--- config.mk ---
export PLATFORM = sky130hd
export DESIGN_NAME = vram_fill_writer
export DESIGN_NICKNAME = d
export VERILOG_FILES = /design/src/rtl/vram_fill_writer.sv
export SDC_FILE = /design/constraint.sdc
export NUM_CORES = 1
export LEC_CHECK = 0
export BUFFER_PORTS_ARGS = -buffer_cell sky130_fd_sc_hd__buf_4
export CORE_MARGIN = 10
export CORE_UTILIZATION = 51
export CTS_CLUSTER_DIAMETER = 120
export DETAILED_ROUTE_END_ITERATION = 8
export GPL_TIMING_DRIVEN = 0
export PLACE_DENSITY = 0.76
export REMOVE_ABC_BUFFERS = 1
export SKIP_CTS_REPAIR_TIMING = 1
export SLEW_MARGIN = 20
export SYNTH_ARGS = -nofsm -noshare
export SYNTH_HDL_FRONTEND = slang
export SYNTH_SLANG_ARGS = --single-unit
--- constraint.sdc ---
create_clock -name clk -period 3.45 [get_ports clk]
set_input_delay 0.5175 -clock clk [delete_from_list [all_inputs] [get_ports clk]]
set_output_delay 0.5175 -clock clk [all_outputs]
set_load 0.03 [all_outputs]
--- src/rtl/vram_fill_writer.sv ---
// vram_fill_writer
// Rectangle-fill engine for the 13-bit RGBA framebuffer. Accepts one fill
// command at a time over a valid/ready handshake, clips it to the
// framebuffer, and emits one VRAM write per cycle in row-major order.
// An external arbiter can hold off individual writes with wr_stall without
// losing or repeating a pixel.
module vram_fill_writer #(
    parameter int FB_W    = 160,
    parameter int FB_H    = 120,
    parameter int ADDR_W  = 15,
    parameter int DATA_W  = 13,
    parameter int COORD_W = 8
) (
    input  logic               clk,
    input  logic               rst,
    input  logic               cmd_valid,
    output logic               cmd_ready,
    input  logic [COORD_W-1:0] cmd_x,
    input  logic [COORD_W-1:0] cmd_y,
    input  logic [COORD_W-1:0] cmd_w,
    input  logic [COORD_W-1:0] cmd_h,
    input  logic [DATA_W-1:0]  cmd_color,
    input  logic               wr_stall,
    output logic               wr_en,
    output logic [ADDR_W-1:0]  wr_addr,
    output logic [DATA_W-1:0]  wr_data,
    output logic               busy,
    output logic               done
);

    typedef enum logic [1:0] {
        S_IDLE  = 2'd0,
        S_SETUP = 2'd1,
        S_WRITE = 2'd2,
        S_DONE  = 2'd3
    } state_t;

    // Framebuffer limits in the widened coordinate domain and address domain.
    localparam logic [COORD_W:0]  FB_W_C = (COORD_W+1)'(FB_W);
    localparam logic [COORD_W:0]  FB_H_C = (COORD_W+1)'(FB_H);
    localparam logic [ADDR_W-1:0] FB_W_A = ADDR_W'(FB_W);

    state_t               state_reg;
    logic [COORD_W-1:0]   x0_reg;
    logic [COORD_W-1:0]   y0_reg;
    logic [COORD_W-1:0]   cx_reg;
    logic [COORD_W-1:0]   cy_reg;
    logic [COORD_W:0]     x_last_reg;
    logic [COORD_W:0]     y_last_reg;
    logic [ADDR_W-1:0]    row_base_reg;
    logic [DATA_W-1:0]    color_reg;
    logic                 cmd_ready_reg;
    logic                 busy_reg;
    logic                 done_reg;

    // Command decode: clipped end coordinates and emptiness test.
    logic [COORD_W:0]     x_sum;
    logic [COORD_W:0]     y_sum;
    logic [COORD_W:0]     x_end;
    logic [COORD_W:0]     y_end;
    logic                 cmd_empty;
    logic                 accept;

    // Write-phase decode.
    logic                 x_at_end;
    logic                 y_at_end;
    logic                 write_fire;

    // Clip the incoming rectangle against the framebuffer; sums are one bit
    // wider than the coordinates so x+w cannot wrap.
    always_comb begin
        x_sum     = {1'b0, cmd_x} + {1'b0, cmd_w};
        y_sum     = {1'b0, cmd_y} + {1'b0, cmd_h};
        x_end     = (x_sum > FB_W_C) ? FB_W_C : x_sum;
        y_end     = (y_sum > FB_H_C) ? FB_H_C : y_sum;
        cmd_empty = (cmd_w == '0) || (cmd_h == '0) ||
                    ({1'b0, cmd_x} >= FB_W_C) || ({1'b0, cmd_y} >= FB_H_C);
        accept    = cmd_valid && cmd_ready_reg;
    end

    // A write happens whenever the engine is emitting and the arbiter allows it.
    always_comb begin
        write_fire = (state_reg == S_WRITE) && !wr_stall;
        x_at_end   = ({1'b0, cx_reg} == x_last_reg);
        y_at_end   = ({1'b0, cy_reg} == y_last_reg);
    end

    // Main sequencer: command capture, raster walk and handshake outputs.
    // Counters are left in place on the final pixel so the address output
    // always points inside the framebuffer.
    always_ff @(posedge clk or posedge rst) begin
        if (rst) begin
            state_reg     <= S_IDLE;
            x0_reg        <= '0;
            y0_reg        <= '0;
            cx_reg        <= '0;
            cy_reg        <= '0;
            x_last_reg    <= '0;
            y_last_reg    <= '0;
            row_base_reg  <= '0;
            color_reg     <= '0;
            cmd_ready_reg <= 1'b1;
            busy_reg      <= 1'b0;
            done_reg      <= 1'b0;
        end else begin
            done_reg <= 1'b0;
            case (state_reg)
                S_IDLE: begin
                    if (accept) begin
                        x0_reg        <= cmd_x;
                        y0_reg        <= cmd_y;
                        color_reg     <= cmd_color;
                        x_last_reg    <= x_end - 1'b1;
                        y_last_reg    <= y_end - 1'b1;
                        cmd_ready_reg <= 1'b0;
                        busy_reg      <= 1'b1;
                        if (cmd_empty) begin
                            state_reg <= S_DONE;
                            done_reg  <= 1'b1;
                        end else begin
                            state_reg <= S_SETUP;
                        end
                    end
                end

                S_SETUP: begin
                    row_base_reg <= ADDR_W'(y0_reg) * FB_W_A;
                    cx_reg       <= x0_reg;
                    cy_reg       <= y0_reg;
                    state_reg    <= S_WRITE;
                end

                S_WRITE: begin
                    if (write_fire) begin
                        if (x_at_end) begin
                            if (y_at_end) begin
                                state_reg <= S_DONE;
                                done_reg  <= 1'b1;
                            end else begin
                                cx_reg       <= x0_reg;
                                cy_reg       <= cy_reg + 1'b1;
                                row_base_reg <= row_base_reg + FB_W_A;
                            end
                        end else begin
                            cx_reg <= cx_reg + 1'b1;
                        end
                    end
                end

                S_DONE: begin
                    state_reg     <= S_IDLE;
                    busy_reg      <= 1'b0;
                    cmd_ready_reg <= 1'b1;
                end

                default: begin
                    state_reg     <= S_IDLE;
                    busy_reg      <= 1'b0;
                    cmd_ready_reg <= 1'b1;
                end
            endcase
        end
    end

    // Output mapping: the strobe reacts to wr_stall in the same cycle, the
    // address is the registered row base plus the registered column.
    always_comb begin
        wr_en     = write_fire;
        wr_addr   = row_base_reg + ADDR_W'(cx_reg);
        wr_data   = color_reg;
        cmd_ready = cmd_ready_reg;
        busy      = busy_reg;
        done      = done_reg;
    end

endmodule
==> results of run 1 <==
## cell families after synthesis
group | after synthesis
buffers and inverters | 54
and+or+nand+nor | 255
muxes | 4
xor gates and xnor gates | 43
adders and majority gates | 43
DFF | 78
AOI/OAI and AO/OA | 158
## per-layer routing
| metal | vias to the layer above | global-route usage [%] | part of all wire [%] |
|---|---|---|---|
| li1 | 2359 | - | - |
| met1 | 2259 | 22.71 | 46 |
| met2 | 133 | 28.88 | 47 |
| met3 | 17 | 4.467 | 5.7 |
| met4 | 0 | 5.459 | 1.3 |
| met5 | - | 0 | 0 |
## Yosys cell counts (3+ instances only)
cell	number
nand2_1	125
dfrtp_1	77
a21oi_1	52
ha_1	40
nand3_1	31
nor2_1	31
o21ai_0	29
inv_1	22
xor2_1	22
clkbuf_1	20
xnor2_1	19
o22ai_1	15
o21ai_1	12
nand4_1	9
nor4_1	9
a21o_1	8
nand2b_1	8
nor3_1	8
a31oi_1	7
and3_1	5
nor2b_1	5
o31ai_1	5
buf_4	4
a211oi_1	3
buf_2	3
buf_6	3
fa_1	3
mux2i_1	3
nand3b_1	3
nor3b_1	3
o211ai_1	3
or2_2	3
or3_1	3
## power by group
part	switching, mW	internal (mW)	leakage, nW
sequential	0.460	1.34	0.947
combinational	1.82	1.27	1.91
clock	0.356	0.304	0.0930
## area by class of cell
| cell class | instances | area (um2) |
|---|---|---|
| Clock inverter | 4 | 30.03 |
| Tap cell | 136 | 170.2 |
| Clock buffer | 12 | 155.1 |
| Fill cell | 930 | 3983 |
| Inverter | 23 | 88.84 |
| Sequential cell | 78 | 1953 |
| Multi-Input combinational cell | 503 | 3268 |
| Timing Repair Buffer | 83 | 675.6 |
## worst max-delay path, delay by kind of cell
kind            cells  cell delay, ns
compound gates      4            0.67
simple gates        4            1.29
buf+inv             2            0.15
fa+ha+maj           3            0.86
## how the worst min path moves through the flow
stage               depth (start not counted)  startpoint    endpoint  slack (ns)
detailed placement                          2  wr_data[9]  wr_data[9]        0.46
global route                                2         rst   cx_reg[6]        0.24
finish                                      2         rst   cx_reg[5]        0.21
CTS                                         2         rst   cx_reg[5]        0.22
global placement                            2   x0_reg[7]   x0_reg[7]        0.46
floorplan                                   2   x0_reg[2]   x0_reg[2]        0.44
==> impl_metrics.py, run 1 <==
metrics = {
    "critical_path": {
        "cp.arrival_ns": 3.49,
        "crit_slowest_cell": "or4_1",
        "startpoint": "cmd_y[0]",
        "cp_cell_sequence": "buf_4 > ha_1 > inv_1 > fa_1 > nand2b_1 > a21oi_1 > o21a_1 > o21ai_0 > nor4b_4 > or3_1 > ha_1 > or4_1 > a31oi_1",
        "endpoint": "y_last_reg[2]",
        "reg2reg_depth": 7,
        "path_max_fanout": 6,
        "r2r_setup_slack_ns": 0.88,
        "cp.required_ns": 3.72,
        "slowest_delay_ns": 0.54,
        "regToRegEndpoint": "row_base_reg[9]",
        "crit_type": "primary input to flop",
        "r2r_start": "state_reg[0]",
        "cp-start-kind": "primary input",
        "critPathCaptureType": "flop",
        "cpMostUsedCell": "ha_1",
    },
    "final_layout": {
        "largest_reg_flops": 13,
        "final_common_cell": "nand2_1",
        "final_cell_mix": "nand2_1, buf_4, dfrtp_1, a21oi_1, ha_1",
        "post-route-cell-area_um2": 6341,
        "antenna_cells": 0,
        "nets": 790,
        "instances_no_fill": 839,
        "fin_util_pct": 61.42,
        "layout-drive-gt1-share_pct": 17.64,
        "area_growth_pct": 16.94,
    },
    "logic_synthesis": {
        "synth_compound_area_share_pct": 18.53,
        "synth_top_area_share_pct": 35.53,
        "synth-edff-count": 0,
        "synth_top_family_by_area": "simple AND/OR/NAND/NOR gates",
        "synth_simple_gate_area_share_pct": 22.31,
        "yosysUniqueCellTypes": 66,
        "synth.avg_cell_area_um2": 8.540,
        "yosys_most_used_dff": "dfrtp_1",
        "synth-seq-cells": 78,
        "synth-xor-area-share_pct": 7.545,
        "syn_inst": 635,
        "yosys.area.top_type": "dfrtp_1",
        "synthAdderAreaFrac_pct": 10.34,
        "synth_warnings": 0,
        "synth_mux_area_share_pct": 0.7614,
        "syn_area_um2": 5423,
        "ys_seq_area_share_pct": 36.02,
        "postSynth.asyncResetShare_pct": 100.0,
        "synth_area_leaders": "dfrtp_1, ha_1, nand2_1",
    },
    "clock_tree": {
        "cts_tree": "yes",
        "clock_sinks": 78,
        "cts-htree-levels": 3,
        "cts.path.max_buffers": 2,
        "clk_pin_slew_ns": 0.09,
        "worstSkewPairLatency_ns": 0.36,
        "cts_root_buf": "clkbuf_8",
        "cts_buffers": 9,
    },
    "route": {
        "routed_wl_um": 13080,
        "viasPerCell": 5.683,
        "wl_per_cell_um": 15.58,
        "initialDrtViolationCount": 270,
        "drtAntennaViolNets": 0,
        "dr_total_vias": 4768,
        "first_pass_iters": 5,
        "drc": 0,
    },
    "timing": {
        "max_slew_margin_pct": 50.95,
        "worst_slew_pin_slew_ns": 0.7308,
        "fin_crit_ns": 3.223,
        "fin_skew_ns": 0.02008,
        "holdWs_ns": 0.2110,
        "setup_tns_ns": 0,
        "fin_ws_ns": 0.2268,
        "slew_violations": 0,
        "setup_violations": 0,
        "hold_violations": 0,
        "post-route-period-util_pct": 93.43,
        "fmax_mhz": 310.2,
    },
    "pwr": {
        "p_leak_nw": 2.954,
        "ir_drop_mv": 0.5485,
        "p_per_area_nw_per_um2": 874.7,
        "total_power_mw": 5.547,
    },
    "global_route": {
        "grt_pass1_wl_um": 22200,
        "grt_pass1_vias": 4810,
        "grt_max_degree": 44,
        "grt_usage_pct": 17.72,
        "grt-ovfl-total": 0,
        "antenna_found_initial": 0,
    },
    "die": {
        "die_height_um": 123.1,
        "core.rowCount": 37,
        "coreArea_um2": 10320,
        "io_pins": 81,
        "start_util_pct": 52.53,
        "fp.dieW_um": 123.1,
        "die-area_um2": 15160,
    },
    "flow_run": {
        "drv_cap": 0,
    },
    "place": {
        "dp_hpwl_um": 9892,
        "io_buffer_count": 80,
        "preCtsSetupSlack_ns": -0.2072,
        "place_congestion": 0.8295,
        "placedInstanceArea_um2": 6120,
        "dp.cells": 823,
    },
    "status": {
        "outcome": "complete, no violations",
    },
    "hold_path": {
        "hold_class": "primary input to async pin",
    },
}
Note: power is estimated with default switching activity, not from simulation.
==> run 2: changes to the inputs <==
--- a/config.mk
+++ b/config.mk
@@ -6,9 +6,11 @@
 export NUM_CORES = 1
 export LEC_CHECK = 0
 export BUFFER_PORTS_ARGS = -buffer_cell sky130_fd_sc_hd__buf_4
+export CORE_ASPECT_RATIO = 2
 export CORE_MARGIN = 10
 export CORE_UTILIZATION = 51
 export CTS_CLUSTER_DIAMETER = 120
+export CTS_CLUSTER_SIZE = 30
 export DETAILED_ROUTE_END_ITERATION = 8
 export GPL_TIMING_DRIVEN = 0
 export PLACE_DENSITY = 0.76
==> run 2 against run 1 <==
Worst setup slack lost 0.052 ns; critical path depth grew 2; clock power grew 56%; maximum frequency decreased by 1.6%; largest power group unchanged; critical path type unchanged; highest routed layer unchanged; core utilization increased by 0.54 points; total power grew 6.9%; final cell count is 0.48% higher; global-route usage hardly changed.
==> impl_metrics.py, run 2 (synthesized netlist as in run 1, its figures left out) <==
metrics = {
    "global_route": {
        "grtUsageMet2_pct": 33.01,
        "grt_usage_pct": 17.72,
        "grt_pass1_vias": 5021,
        "grt_pass1_wl_um": 22690,
        "grt-busiest-layer": "met2",
        "grt-ovfl-total": 0,
        "antenna_found_initial": 0,
        "grt_max_degree": 51,
        "grt_use_met1_pct": 17.21,
        "met3_usage_pct": 3.757,
    },
    "critical_path": {
        "crit_slowest_cell": "fa_1",
        "reg2reg_depth": 7,
        "r2r_setup_slack_ns": 0.80,
        "regToRegEndpoint": "row_base_reg[9]",
        "critPathBufInv": 2,
        "path_delay_family": "simple AND/OR/NAND/NOR gates",
        "cp.required_ns": 3.71,
        "path_max_fanout": 6,
        "cp_cell_sequence": "buf_4 > ha_1 > inv_1 > fa_1 > nand2b_1 > a21oi_1 > xor2_1 > nand3_1 > nor4b_4 > nor2_1 > nand2_1 > ha_2 > nand3_1 > xnor3_1 > a31oi_1",
        "critPathCaptureType": "flop",
        "r2r_start": "state_reg[0]",
        "crit_type": "primary input to flop",
        "startpoint": "cmd_y[0]",
        "cp.arrival_ns": 3.53,
        "slowest_delay_ns": 0.43,
        "cp-start-kind": "primary input",
        "cpMostUsedCell": "nand3_1",
    },
    "final_layout": {
        "final_common_cell": "nand2_1",
        "area_growth_pct": 19.73,
        "antenna_cells": 0,
        "largest_reg_flops": 13,
        "nets": 793,
        "layout-drive-gt1-share_pct": 18.27,
        "instances_no_fill": 843,
        "final_cell_mix": "nand2_1, buf_4, dfrtp_1, a21oi_1, ha_1",
        "fin_util_pct": 61.97,
    },
    "route": {
        "wl_per_cell_um": 16.18,
        "routed_wl_um": 13640,
        "viasPerCell": 5.783,
        "initialDrtViolationCount": 220,
        "first_pass_iters": 5,
        "drc": 0,
        "drtAntennaViolNets": 0,
        "dr_total_vias": 4875,
    },
    "die": {
        "io_pins": 81,
        "fp.dieW_um": 92.92,
        "die-area_um2": 15410,
        "start_util_pct": 51.76,
        "core.rowCount": 53,
        "die_height_um": 165.8,
        "coreArea_um2": 10480,
    },
    "place": {
        "dp.cells": 824,
        "place_congestion": 0.8443,
        "dp_hpwl_um": 10650,
        "preCtsSetupSlack_ns": -0.2304,
        "io_buffer_count": 80,
    },
    "clock_tree": {
        "cts_root_buf": "clkbuf_16",
        "cts-htree-levels": 3,
        "cts.path.max_buffers": 2,
        "cts_tree": "yes",
        "worstSkewPairLatency_ns": 0.34,
        "clk_pin_slew_ns": 0.06,
        "clock_sinks": 78,
        "cts_buffers": 9,
    },
    "timing": {
        "setup_violations": 0,
        "post-route-period-util_pct": 94.93,
        "fin_ws_ns": 0.1749,
        "hold_violations": 0,
        "fin_skew_ns": 0.006544,
        "max_slew_margin_pct": 47.60,
        "worst_slew_pin_slew_ns": 0.7808,
        "fin_crit_ns": 3.275,
        "fmax_mhz": 305.3,
        "slew_violations": 0,
        "setup_tns_ns": 0,
    },
    "flow_run": {
        "drv_cap": 0,
    },
    "status": {
        "outcome": "complete, no violations",
    },
    "hold_path": {
        "hold_class": "primary input to async pin",
    },
    "pwr": {
        "total_power_mw": 5.931,
        "p_per_area_nw_per_um2": 913.4,
        "ir_drop_mv": 0.6351,
        "p_comb_share_pct": 52.4,
        "seqPwrFrac_pct": 30.3,
        "switching_power_mw": 2.665,
        "clkPwrFrac_pct": 17.4,
        "switching_share_pct": 44.94,
        "intPower_mw": 3.265,
        "p_leak_nw": 3.023,
    },
}
==> run 2: cell types whose count changed in the layout (fill, tap and decap cells not counted), sizes merged <==
cell	delta
clkinv	-1
clkbuf	-1
bufinv	+2
buf	+3
==> run 2: cell type report <==
| type | count | area (um2) |
|---|---|---|
| Sequential cell | 78 | 1953 |
| Fill cell | 958 | 3985 |
| Timing Repair Buffer | 86 | 685.7 |
| Clock inverter | 5 | 81.33 |
| Tap cell | 137 | 171.4 |
| Multi-Input combinational cell | 503 | 3269 |
| Inverter | 23 | 88.84 |
| Clock buffer | 11 | 242.7 |
==> run 2: per-layer routing <==
layer / share of wire, % / up-vias
met5: 0 / -
met4: 3.8 / 0
met3: 4.3 / 33
met2: 56 / 133
met1: 36 / 2341
li1: - / 2368
==> run 2: worst reg2reg max path, delay by kind of cell, from the launching register on <==
| kind | cells | cell delay, ns |
|---|---|---|
| buffers and inverters | 1 | 0.12 |
| multiplexers | 1 | 0.31 |
| adder cells (fa/ha/maj) | 1 | 0.63 |
| flip-flops | 1 | 0.40 |
| AO/OA/AOI/OAI | 2 | 0.81 |
| AND/OR/NAND/NOR | 2 | 0.30 |
==> run 2: worst max path at each step <==
stage                               end  depth (start not counted)
after floorplan           y_last_reg[2]                         12
after global placement    x_last_reg[6]                         16
after detailed placement  x_last_reg[6]                         16
after CTS                 x_last_reg[8]                         14
after global routing      x_last_reg[6]                         16
final                     y_last_reg[6]                         15
==> run 2: power groups by stage <==
stage | logic (mW) | registers (mW) | clock network (mW)
final | 3.11 | 1.79 | 1.03
after global routing | 3.47 | 1.86 | 1.07
after CTS | 3.11 | 1.79 | 1.04
after detailed placement | 3.09 | 1.81 | 0
after global placement | 2.97 | 1.78 | 0
after floorplan | 2.04 | 1.90 | 0
==> run 2: per-stage QoR <==
step	hold WS [ns]	area (um2)
2_1_floorplan	0.4404	5265
3_3_place_gp	0.4615	6037
3_5_place_dp	0.4686	6111
4_1_cts	0.1822	6435
5_1_grt	0.2026	6492
6_report	0.1771	6492
==> run 3: changes to the inputs <==
--- a/config.mk
+++ b/config.mk
@@ -5,8 +5,8 @@
 export SDC_FILE = /design/constraint.sdc
 export NUM_CORES = 1
 export LEC_CHECK = 0
-export BUFFER_PORTS_ARGS = -buffer_cell sky130_fd_sc_hd__buf_4
-export CORE_ASPECT_RATIO = 2
+export BUFFER_PORTS_ARGS = -buffer_cell sky130_fd_sc_hd__buf_2
+export CORE_ASPECT_RATIO = 1.2
 export CORE_MARGIN = 10
 export CORE_UTILIZATION = 51
 export CTS_CLUSTER_DIAMETER = 120
==> run 3 against run 2 <==
Clock skew is 0.0014 ns higher; combinational power down 5%; sequential power hardly changed; worst setup slack improved by 0.016 ns; hold slack improved by 0.050 ns; via count shrank 2.4%; maximum frequency rose by 0.50%; final area decreased by 3.5%.
==> impl_metrics.py, run 3 (synthesized netlist as in run 1, its figures left out) <==
metrics = {
    "timing": {
        "fin_ws_ns": 0.1910,
        "fin_skew_ns": 0.007901,
        "fin_crit_ns": 3.259,
        "slew_violations": 0,
        "holdWs_ns": 0.2275,
        "fmax_mhz": 306.8,
        "hold_violations": 0,
        "post-route-period-util_pct": 94.46,
        "setup_violations": 0,
        "worst_slew_pin_slew_ns": 0.7661,
        "setup_tns_ns": 0,
        "max_slew_margin_pct": 48.58,
    },
    "die": {
        "coreArea_um2": 10470,
        "die-area_um2": 15170,
        "fp.dieW_um": 114.1,
        "io_pins": 81,
        "die_height_um": 133.0,
        "core.rowCount": 41,
        "start_util_pct": 51.82,
    },
    "global_route": {
        "grt-ovfl-total": 0,
        "grt_max_degree": 44,
        "grt_usage_pct": 17.67,
        "antenna_found_initial": 0,
        "grt_pass1_wl_um": 22510,
        "grt_pass1_vias": 4836,
    },
    "final_layout": {
        "fillCellCount": 956,
        "instances_no_fill": 834,
        "antenna_cells": 0,
        "final_common_cell": "nand2_1",
        "nets": 792,
        "largest_reg_flops": 13,
        "regArea_um2": 1953,
        "area_growth_pct": 15.55,
        "post-route-cell-area_um2": 6266,
        "layout-drive-gt1-share_pct": 17.87,
        "final_cell_mix": "nand2_1, buf_2, dfrtp_1, a21oi_1, ha_1",
        "multiInputGateArea_um2": 3286,
        "fin_util_pct": 59.88,
    },
    "place": {
        "io_buffer_count": 80,
        "place_congestion": 0.8809,
        "preCtsSetupSlack_ns": -0.2456,
        "dp.cells": 816,
        "placedInstanceArea_um2": 5896,
        "dp_hpwl_um": 9969,
    },
    "clock_tree": {
        "cts_root_buf": "clkbuf_16",
        "cts_buffers": 9,
        "cts-htree-levels": 3,
        "worstSkewPairLatency_ns": 0.34,
        "clock_sinks": 78,
        "cts_tree": "yes",
        "clk_pin_slew_ns": 0.06,
        "cts.path.max_buffers": 2,
    },
    "route": {
        "first_pass_iters": 7,
        "routed_wl_um": 13100,
        "viasPerCell": 5.704,
        "drc": 0,
        "initialDrtViolationCount": 201,
        "drtAntennaViolNets": 0,
        "dr_total_vias": 4757,
        "wl_per_cell_um": 15.71,
    },
    "hold_path": {
        "hold_class": "primary input to async pin",
    },
    "pwr": {
        "p_per_area_nw_per_um2": 910.5,
        "ir_drop_mv": 0.3909,
        "p_leak_nw": 2.960,
        "total_power_mw": 5.705,
    },
    "critical_path": {
        "cp-start-kind": "primary input",
        "path_max_fanout": 5,
        "crit_type": "primary input to flop",
        "critPathCaptureType": "flop",
        "cp.arrival_ns": 3.53,
        "cp.required_ns": 3.72,
    },
    "status": {
        "outcome": "complete, no violations",
    },
    "flow_run": {
        "drv_cap": 0,
    },
}
==> run 3: final cells by class <==
type	count	area share, %
multi-input cells	503	52.44
flip-flops and latches	78	31.17
repair buffers	85	7.588
clock buffers	12	4.093
well taps	129	2.576
inverters	23	1.418
clock inverters	4	0.7188
==> run 3: power by group <==
group / total (mW) / switching, mW / internal [mW]
Clock: 0.968 / 0.372 / 0.596
Combinational: 2.95 / 1.81 / 1.13
Sequential: 1.79 / 0.448 / 1.34
==> run 3: worst max-delay path: stages <==
cell and delay, ns:
buf_2 0.10, ha_1 0.18, inv_1 0.06, fa_1 0.42, nand2b_1 0.23, a21oi_1 0.17, o21a_1 0.23, o21ai_0 0.12
nor4b_4 0.16, or3_1 0.36, ha_1 0.27, or4_1 0.54, a31oi_1 0.17
==> run 3: final timing paths <==
kind / depth (start not counted) / slack (ns) / startpoint / endpoint
max: 13 / 0.19 / cmd_y[0] / y_last_reg[2]
min: 2 / 0.23 / rst / wr_data[7]
max reg2reg: 7 / 0.84 / state_reg[0] / row_base_reg[9]
min reg2reg: 2 / 0.47 / x0_reg[7] / x0_reg[7]
max in group asynchronous: 3 / 2.64 / rst / state_reg[0]
min in group clk: 3 / 0.36 / cmd_color[8] / wr_data[8]
==> run 3: layer usage <==
metal  routed length [um]  GRT usage [%]  share of wire (%)
met2                 6641          29.50                 51
met4                  186          6.416                1.4
met3                  710          4.387                5.4
met1                 5563          21.33                 42
met5                    0              0                  0
